**config.mk**
```make
export PLATFORM = sky130hd
export DESIGN_NAME = mul_unit
export DESIGN_NICKNAME = d
export VERILOG_FILES = /design/src/rtl/mul_pkg.sv /design/src/rtl/cond_neg64.sv /design/src/rtl/mul_unit.sv
export SDC_FILE = /design/constraint.sdc
export NUM_CORES = 1
export LEC_CHECK = 0
export CAP_MARGIN = 10
export CELL_PAD_IN_SITES_DETAIL_PLACEMENT = 0
export CELL_PAD_IN_SITES_GLOBAL_PLACEMENT = 1
export CORE_ASPECT_RATIO = 0.75
export CORE_MARGIN = 2
export CORE_UTILIZATION = 44
export CTS_CLUSTER_SIZE = 24
export DETAILED_ROUTE_END_ITERATION = 8
export GPL_ROUTABILITY_DRIVEN = 0
export GPL_TIMING_DRIVEN = 0
export PLACE_DENSITY_LB_ADDON = 0.1
export SYNTH_ARGS = -nofsm -noshare
export SYNTH_HDL_FRONTEND = slang
export SYNTH_SLANG_ARGS = --single-unit
```
**constraint.sdc**
```tcl
create_clock -name clk -period 5.4 [get_ports clk]
set_input_delay 1.35 -clock clk [delete_from_list [all_inputs] [get_ports clk]]
set_output_delay 1.35 -clock clk [all_outputs]
set_load 0.02 [all_outputs]
```
**src/rtl/mul_pkg.sv**
```systemverilog
// rtl/mul_pkg.sv - shared encodings and constants for the shift-add multiplier
//
// Purpose: operation codes, FSM state encoding and iteration count shared by
// mul_unit and its bench-facing users.
// Ports: none (package).
package mul_pkg;

  // Operation select on MulOp. 2'b01 is not listed and decodes as MUL.
  typedef enum logic [1:0] {
    OP_MUL   = 2'b00,
    OP_UMULL = 2'b10,
    OP_SMULL = 2'b11
  } mul_op_e;

  typedef enum logic [1:0] {
    ST_IDLE = 2'b00,
    ST_RUN  = 2'b01,
    ST_FIX  = 2'b10,
    ST_DONE = 2'b11
  } state_e;

  // One multiplier bit is consumed per RUN cycle.
  localparam int ITER = 32;

  // Counter value seen on the last RUN cycle.
  localparam logic [4:0] ITER_LAST = 5'(ITER - 1);

endpackage

```
**src/rtl/cond_neg64.sv**
```systemverilog
// rtl/cond_neg64.sv - 64-bit conditional two's-complement negator
//
// Purpose: dout = neg ? -din : din, purely combinational.
// Ports:
//   neg  - in,  1  : negate when high
//   din  - in,  64 : value
//   dout - out, 64 : optionally negated value
module cond_neg64 (
  input  logic        neg,
  input  logic [63:0] din,
  output logic [63:0] dout
);

  // Invert-and-increment form; the +neg folds the increment into one adder.
  always_comb begin
    dout = (din ^ {64{neg}}) + {63'b0, neg};
  end

endmodule

```
**src/rtl/mul_unit.sv**
```systemverilog
// rtl/mul_unit.sv - radix-2 shift-add 32x32 multiplier with fixed latency
//
// Purpose: multi-cycle MUL / UMULL / SMULL. Operands are captured on the
// accepting edge, 32 RUN cycles accumulate one multiplier bit each, one FIX
// cycle applies the sign, and DONE presents the registered 64-bit product.
// Ports:
//   clk      - in,  1  : system clock, rising edge
//   reset    - in,  1  : synchronous active-high reset
//   Start    - in,  1  : begin a multiply (only honoured in IDLE or DONE)
//   MulOp    - in,  2  : 00 MUL, 10 UMULL, 11 SMULL, 01 as MUL
//   SrcA     - in,  32 : multiplicand
//   SrcB     - in,  32 : multiplier
//   longFlag - in,  1  : selects ResHi onto Result
//   Busy     - out, 1  : high in RUN and FIX
//   Done     - out, 1  : one-cycle result-valid pulse (DONE state)
//   Result   - out, 32 : longFlag ? ResHi : ResLo (combinational)
//   ResHi    - out, 32 : registered high product word
//   ResLo    - out, 32 : registered low product word
module mul_unit
  import mul_pkg::*;
(
  input  logic        clk,
  input  logic        reset,
  input  logic        Start,
  input  logic [1:0]  MulOp,
  input  logic [31:0] SrcA,
  input  logic [31:0] SrcB,
  input  logic        longFlag,
  output logic        Busy,
  output logic        Done,
  output logic [31:0] Result,
  output logic [31:0] ResHi,
  output logic [31:0] ResLo
);

  state_e      state_q, state_d;
  logic [4:0]  cnt_q, cnt_d;
  logic [63:0] acc_q, acc_d;
  logic [63:0] mcand_q, mcand_d;
  logic [63:0] mplier_q, mplier_d;
  logic        sign_q, sign_d;
  logic [31:0] res_hi_q, res_hi_d;
  logic [31:0] res_lo_q, res_lo_d;

  logic        is_smull;
  logic        accept;
  logic [63:0] ext_a, ext_b;
  logic [63:0] mag_a, mag_b;
  logic [63:0] acc_fixed;

  assign is_smull = (MulOp == OP_SMULL);
  assign accept   = Start && ((state_q == ST_IDLE) || (state_q == ST_DONE));

  // For SMULL the operands are sign-extended before negation, so the
  // magnitude lands in the low 32 bits with zeros above. 0x80000000 becomes
  // 0x0000_0000_8000_0000, i.e. 2^31 taken as unsigned.
  assign ext_a = is_smull ? {{32{SrcA[31]}}, SrcA} : {32'b0, SrcA};
  assign ext_b = is_smull ? {{32{SrcB[31]}}, SrcB} : {32'b0, SrcB};

  cond_neg64 u_neg_a (
    .neg  (is_smull & SrcA[31]),
    .din  (ext_a),
    .dout (mag_a)
  );

  cond_neg64 u_neg_b (
    .neg  (is_smull & SrcB[31]),
    .din  (ext_b),
    .dout (mag_b)
  );

  // Sign correction of the unsigned magnitude product in the FIX cycle.
  cond_neg64 u_neg_fix (
    .neg  (sign_q),
    .din  (acc_q),
    .dout (acc_fixed)
  );

  always_comb begin
    state_d  = state_q;
    cnt_d    = cnt_q;
    acc_d    = acc_q;
    mcand_d  = mcand_q;
    mplier_d = mplier_q;
    sign_d   = sign_q;
    res_hi_d = res_hi_q;
    res_lo_d = res_lo_q;

    case (state_q)
      ST_IDLE, ST_DONE: begin
        if (accept) begin
          state_d  = ST_RUN;
          cnt_d    = 5'd0;
          acc_d    = 64'd0;
          mcand_d  = mag_a;
          mplier_d = mag_b;
          sign_d   = is_smull & (SrcA[31] ^ SrcB[31]);
        end else begin
          state_d = ST_IDLE;
        end
      end

      ST_RUN: begin
        // Multiplicand shifts up and multiplier shifts down each cycle, so
        // only bit 0 of the multiplier is ever examined (LSB first).
        if (mplier_q[0]) begin
          acc_d = acc_q + mcand_q;
        end
        mcand_d  = {mcand_q[62:0], 1'b0};
        mplier_d = {1'b0, mplier_q[63:1]};
        cnt_d    = cnt_q + 5'd1;
        if (cnt_q == ITER_LAST) begin
          state_d = ST_FIX;
          cnt_d   = 5'd0;
        end
      end

      ST_FIX: begin
        state_d  = ST_DONE;
        acc_d    = acc_fixed;
        res_hi_d = acc_fixed[63:32];
        res_lo_d = acc_fixed[31:0];
      end

      default: begin
        state_d = ST_IDLE;
      end
    endcase
  end

  always_ff @(posedge clk) begin
    if (reset) begin
      state_q  <= ST_IDLE;
      cnt_q    <= 5'd0;
      acc_q    <= 64'd0;
      mcand_q  <= 64'd0;
      mplier_q <= 64'd0;
      sign_q   <= 1'b0;
      res_hi_q <= 32'd0;
      res_lo_q <= 32'd0;
    end else begin
      state_q  <= state_d;
      cnt_q    <= cnt_d;
      acc_q    <= acc_d;
      mcand_q  <= mcand_d;
      mplier_q <= mplier_d;
      sign_q   <= sign_d;
      res_hi_q <= res_hi_d;
      res_lo_q <= res_lo_d;
    end
  end

  // Status decodes from the state register only, so Start never reaches
  // Busy or Done combinationally.
  assign Busy   = (state_q == ST_RUN) || (state_q == ST_FIX);
  assign Done   = (state_q == ST_DONE);
  assign ResHi  = res_hi_q;
  assign ResLo  = res_lo_q;
  assign Result = longFlag ? res_hi_q : res_lo_q;

endmodule

```
==> results of run 1 <==
-- final timing paths --
path                            depth (start not counted)           end  slack [ns]    startpoint
worst max-delay path                                   11  mplier_q[21]        0.05      SrcB[31]
worst min-delay path                                    2  mplier_q[21]        0.46  mplier_q[21]
worst max register to register                         16     ResHi[14]        0.15        sign_q
worst min register to register                          2  mplier_q[21]        0.46  mplier_q[21]
-- per-stage QoR --
stage                     worst slack, ns  area [µm²]  std cells
after floorplan                     0.785       18300       2480
after detailed placement            -1.14       20700       3203
after global placement              -1.17       20700       3203
after global routing               0.0207       21600       3247
after CTS                           0.152       21600       3248
final                              0.0472       21600       3247
-- metal layers --
layer  vias to the layer above  routed length [µm]  global-route usage, %
met5                         -                  13                      0
met4                         2                1450                   6.48
met3                        99               10800                   12.5
met2                      1123               29000                   44.7
met1                      9706               35900                   52.9
li1                       9385                   -                      -
-- cell usage in the layout, fill, tap and decap left out, types with 35 or more instances in the layout --
master / n
nand2_1: 293
nor2_1: 260
dfxtp_1: 232
a21oi_1: 218
xnor2_1: 163
o21ai_0: 162
clkdlybuf4s50_1: 162
clkbuf_1: 150
ha_1: 72
nor3_1: 62
a22oi_1: 57
nand3_1: 56
xor2_1: 54
nand4_1: 43
a21o_1: 41
mux2_2: 39
mux2i_1: 39
inv_1: 37
a211oi_1: 35
-- cells by family (layout without fill, tap and decap cells) --
family	Yosys count	after routing
XOR/XNOR	220	220
AND/OR/NAND/NOR	898	898
adder cells (fa/ha/maj)	73	73
multiplexers	80	80
AO/OA/AOI/OAI	746	746
flip-flops	233	233
buffers and inverters	230	436
-- registers in the layout, indices dropped and copies added (netlist names) --
register,cells
acc_q,64
mcand_q,64
mplier_q,33
ResHi,32
ResLo,32
cnt_q,5
state_q,2
sign_q,1
-- area by class of cell --
type | count | area (µm²)
Buffer | 188 | 734
Clock buffer | 36 | 759
Clock inverter | 11 | 143
Fill cell | 3998 | 19300
Inverter | 39 | 146
Multi-Input combinational cell | 2017 | 12800
Sequential cell | 233 | 4670
Tap cell | 561 | 702
Timing Repair Buffer | 162 | 1620
-- Yosys cell counts (39+ instances only) --
master | instances | area share [%]
o21ai_0 | 162 | 4.4
nand2_1 | 293 | 6.0
mux2i_1 | 39 | 2.1
nand4_1 | 43 | 1.5
ha_1 | 72 | 4.9
mux2_2 | 39 | 2.4
nor3_1 | 62 | 1.7
xor2_1 | 55 | 2.6
a22oi_1 | 57 | 2.3
xnor2_1 | 165 | 7.9
clkbuf_1 | 150 | 3.1
dfxtp_1 | 233 | 25
nor2_1 | 260 | 5.3
nand3_1 | 57 | 1.6
a21oi_1 | 218 | 5.9
a21o_1 | 41 | 1.7
-- worst max-delay path, stage by stage --
cell	delay [ns]
clkdlybuf4s50_1	0.79
and3_1	0.48
clkbuf_1	0.55
nand4b_1	0.28
nor4b_1	0.99
nand3_1	0.35
o31ai_1	0.32
xor2_1	0.31
nand2_1	0.12
o211ai_1	0.13
a21oi_1	0.09
-- power groups by stage --
| stage | logic (mW) | registers, mW | clock network (mW) |
|---|---|---|---|
| 2_1_floorplan | 1.87 | 2.32 | 0 |
| 3_3_place_gp | 3.11 | 2.37 | 0 |
| 3_5_place_dp | 3.14 | 2.37 | 0 |
| 4_1_cts | 3.16 | 2.34 | 1.94 |
| 5_1_grt | 3.48 | 2.38 | 2.01 |
| 6_report | 3.26 | 2.36 | 1.94 |
-- repair_timing --
action,in CTS,in global routing
resized for setup,14,5
pin swaps,0,1
endpoints found under the setup margin,58,16
hold endpoints to repair,0,0
==> results.py, run 1 <==
metrics = {
    "status": {
        "status": "finished clean",
    },
    "grt": {
        "grt_util_all_layers_pct": 34.4,
        "grt_pass1_wl_um": 113000,
        "grt_pass1_vias": 17800,
        "antenna_found_initial": 1,
        "gr-total-overflow": 0,
        "grt_max_degree": 20,
    },
    "synthesis": {
        "yosys.area_share.simple_pct": 23.4,
        "synth_top_family_by_area": "compound AO/OA/AOI/OAI gates",
        "ys_warn_count": 0,
        "synthCells": 2480,
        "synth_cell_types": 96,
        "synth_xor_area_share_pct": 10.5,
        "synthesis.nets": 2623,
        "synth-edff-count": 0,
        "synth_ff_type": "dfxtp_1",
        "synth_compound_area_share_pct": 26.1,
        "synth.cell_area_um2": 18300,
        "seq_area_frac_synth_pct": 25.4,
        "ys_seq_elements": 233,
        "ys_async_sr_fraction_pct": 0,
        "synthAdderAreaFrac_pct": 5.02,
        "syn_area_per_cell_um2": 7.39,
        "synth_mux_area_share_pct": 4.73,
    },
    "drt": {
        "routed_wl_um": 77200,
        "ant_nets": 0,
        "num_vias": 20300,
        "wl_per_cell_um": 23.8,
        "drtPass1Iterations": 6,
        "drtIter0Drc": 2655,
        "drc_errors": 0,
        "via_per_inst": 6.26,
    },
    "timing": {
        "finalClockSkew_ns": 0.0188,
        "finalSetupViolCount": 0,
        "relSlewSlack_pct": 18.2,
        "fin_hold_ws_ns": 0.455,
        "slew_violations": 0,
        "hold_viol_final": 0,
        "rsz0062_at_grt": "no",
        "worst-slew-pin-transition_ns": 1.23,
        "fmax_ghz": 0.187,
        "tns_ns": 0,
        "min_period_ns": 5.35,
        "period_share_pct": 99.1,
    },
    "clocking": {
        "cts_tree": "done",
        "cts_setup_buffers": 0,
        "cts_hold_buf": 0,
        "cts_root_buf": "clkbuf_16",
        "worstSkewPairLatency_ns": 0.57,
        "path_clk_slew_ns": 0.06,
        "cts_inserted_buffers": 27,
        "clockBufferDepth": 3,
        "htree_levels": 1,
        "cts_sinks": 233,
    },
    "setup_path": {
        "critPathMaxFanout": 10,
        "start_kind": "input port",
        "arrival_ns": 5.78,
        "critPathKind": "in -> reg",
        "cp-end-kind": "register",
        "cp_data_required_time_ns": 5.83,
    },
    "final_layout": {
        "syn_to_final_growth_pct": 17.9,
        "nets": 2811,
        "n_antenna_cell": 0,
        "final_util_pct": 52.8,
        "final_layout_size_suffix_gt1_share_pct": 5.32,
    },
    "power": {
        "p_int_mw": 4.19,
        "power_frac_seq_pct": 31.2,
        "power_frac_clock_pct": 25.7,
        "cellLeakagePower_nw": 7.69,
        "finalPower_mw": 7.57,
        "p_sw_share_pct": 44.6,
        "combPwrFrac_pct": 43.1,
        "vdd_drop_max_v": 0.000258,
        "p_per_area_nw_per_um2": 350,
        "p_switching_mw": 3.38,
    },
    "placement": {
        "io_buffers": 162,
        "post-dp-hpwl_um": 62200,
    },
    "floorplanning": {
        "start_util_pct": 44.8,
        "coreArea_um2": 40900,
        "die_h_um": 181,
        "io-pin-count": 168,
        "dieWidth_um": 240,
        "fp-row-count": 64,
        "die-area_um2": 43300,
    },
    "min_path": {
        "hold_path.class": "reg -> reg",
    },
    "run": {
        "maxCapViolations": 0,
    },
}
Power figures use the tool's default switching activity.
==> run 2, diff against run 1 <==
--- a/config.mk
+++ b/config.mk
@@ -15,7 +15,7 @@
 export DETAILED_ROUTE_END_ITERATION = 8
 export GPL_ROUTABILITY_DRIVEN = 0
 export GPL_TIMING_DRIVEN = 0
-export PLACE_DENSITY_LB_ADDON = 0.1
+export PLACE_DENSITY = 0.82
 export SYNTH_ARGS = -nofsm -noshare
 export SYNTH_HDL_FRONTEND = slang
 export SYNTH_SLANG_ARGS = --single-unit
==> run 2 against run 1 <==
  * Register-to-register slack is essentially flat
  * Core utilization grew 0.086 points
  * Die area is the same
  * Fmax grew 2.2%
  * Combinational power is essentially flat
  * Sequential cell count is the same
  * Global-route usage is essentially flat
  * Critical path type is now reg -> reg
==> results.py, run 2 (same netlist as run 1, synthesis figures left out) <==
metrics = {
    "final_layout": {
        "top_regs": "acc_q: 64 flops, mcand_q: 64 flops, mplier_q: 33 flops",
        "nets": 2815,
        "syn_to_final_growth_pct": 18.1,
        "layout_common_cells": "293 x nand2_1, 260 x nor2_1, 232 x dfxtp_1",
        "final_util_pct": 52.9,
        "n_antenna_cell": 0,
        "fill_cells": 4013,
        "final_layout_size_suffix_gt1_share_pct": 5.61,
        "final_common_cell": "nand2_1",
    },
    "power": {
        "vdd_drop_max_v": 0.000217,
        "cellLeakagePower_nw": 7.73,
        "p_per_area_nw_per_um2": 349,
    },
    "clocking": {
        "path_clk_slew_ns": 0.07,
        "cts_hold_buf": 0,
        "clockBufferDepth": 3,
        "cts_tree": "done",
        "worstSkewPairLatency_ns": 0.57,
        "cts_sinks": 233,
        "cts_inserted_buffers": 26,
        "htree_levels": 1,
        "cts_root_buf": "clkbuf_16",
    },
    "status": {
        "status": "finished clean",
    },
    "timing": {
        "period_share_pct": 97.0,
        "worst-slew-pin-transition_ns": 1.16,
        "slew_violations": 0,
        "fmax_ghz": 0.191,
        "hold_viol_final": 0,
        "min_period_ns": 5.24,
        "finalSetupViolCount": 0,
        "finalClockSkew_ns": 0.0162,
        "tns_ns": 0,
        "relSlewSlack_pct": 22.9,
    },
    "drt": {
        "via_per_inst": 6.29,
        "wl_per_cell_um": 23.7,
        "ant_nets": 0,
        "routed_wl_um": 77100,
        "num_vias": 20500,
        "drc_errors": 0,
        "drtIter0Drc": 2777,
        "drtPass1Iterations": 8,
    },
    "floorplanning": {
        "dieWidth_um": 240,
        "die_h_um": 181,
        "start_util_pct": 44.8,
        "io-pin-count": 168,
        "fp-row-count": 64,
        "die-area_um2": 43300,
        "coreArea_um2": 40900,
    },
    "grt": {
        "grt_pass1_vias": 17600,
        "gr-total-overflow": 0,
        "grt_max_degree": 20,
        "grt_util_all_layers_pct": 34.3,
        "antenna_found_initial": 2,
        "grt_pass1_wl_um": 113000,
    },
    "setup_path": {
        "critPathKind": "reg -> reg",
        "arrival_ns": 5.68,
        "cp-end-kind": "register",
        "critPathMaxFanout": 19,
        "start_kind": "register",
        "cp_data_required_time_ns": 5.84,
    },
    "run": {
        "maxCapViolations": 0,
    },
    "placement": {
        "post-dp-hpwl_um": 61700,
        "io_buffers": 162,
    },
    "min_path": {
        "hold_path.class": "reg -> reg",
    },
}
[run 2: changes by cell type in the layout (fill, tap and decap cells not counted), moves of 2 or more]
cell      before  now
buf_4          3    6
clkinv_2       4    6
clkbuf_2       3    6
inv_6          2    0
clkbuf_1     150  147
clkinv_4       0    2
[run 2: path summary, 6_finish.rpt]
check                                 start     endpoint  slack, ns  cells past startpoint
worst max-delay path                 sign_q    acc_q[36]       0.16                     15
worst min-delay path            mplier_q[7]  mplier_q[7]       0.45                      2
worst max register to register       sign_q    acc_q[36]       0.16                     15
worst min register to register  mplier_q[7]  mplier_q[7]       0.45                      2
[run 2: power breakdown]
group	leakage, nW	total, mW	switching [mW]	internal, mW
sequential	1.89	2.33	0.299	2.03
clock	0.453	1.94	0.805	1.14
combinational	5.38	3.28	2.25	1.03
total	7.73	7.55	3.35	4.20
[run 2: critical path, stage by stage (launching register included)]
cell,delay (ns)
dfxtp_2,0.51
buf_2,0.40
buf_2,0.39
buf_2,0.34
clkbuf_4,0.36
buf_4,0.30
xor2_1,0.20
ha_1,0.17
clkbuf_1,0.32
nand3_2,0.32
nor4_4,0.47
a41oi_1,0.22
a221oi_2,0.52
o21ai_0,0.20
a22oi_1,0.26
o21ai_0,0.12
[run 2: area by class of cell]
| cell class | instances | area (µm²) | area share (%) |
|---|---|---|---|
| plain buffers | 190 | 746 | 3.44 |
| clock buffers | 35 | 766 | 3.54 |
| clock inverters | 13 | 153 | 0.705 |
| inverters | 39 | 146 | 0.676 |
| multi-input cells | 2017 | 12800 | 59.3 |
| flip-flops and latches | 233 | 4670 | 21.5 |
| well taps | 561 | 702 | 3.24 |
| repair buffers | 165 | 1640 | 7.59 |
[run 2: metrics by stage]
stage	power [mW]	instances	setup WS [ns]	hold WS (ns)	instance area [µm²]
final	7.55	3253	0.160	0.454	21700
after global routing	7.87	3253	-0.0305	0.474	21700
after CTS	7.42	3250	0.00921	0.452	21600
after detailed placement	5.50	3203	-1.18	0.443	20700
after floorplan	4.19	2480	0.785	0.432	18300
after global placement	5.46	3203	-1.20	0.439	20700
[run 2: repair_timing]
action,in CTS,in global routing
cloned,0,0
endpoints found under the setup margin,59,37
pin swaps,0,2
buffers inserted,0,3
resized for setup,13,13
[run 2: metal layers]
layer,vias up,part of all wire (%),global-route usage (%)
li1,9383,-,-
met1,9705,46,54.1
met2,1268,38,44.6
met3,96,14,10.5
met4,2,2.0,6.40
met5,-,0.017,0
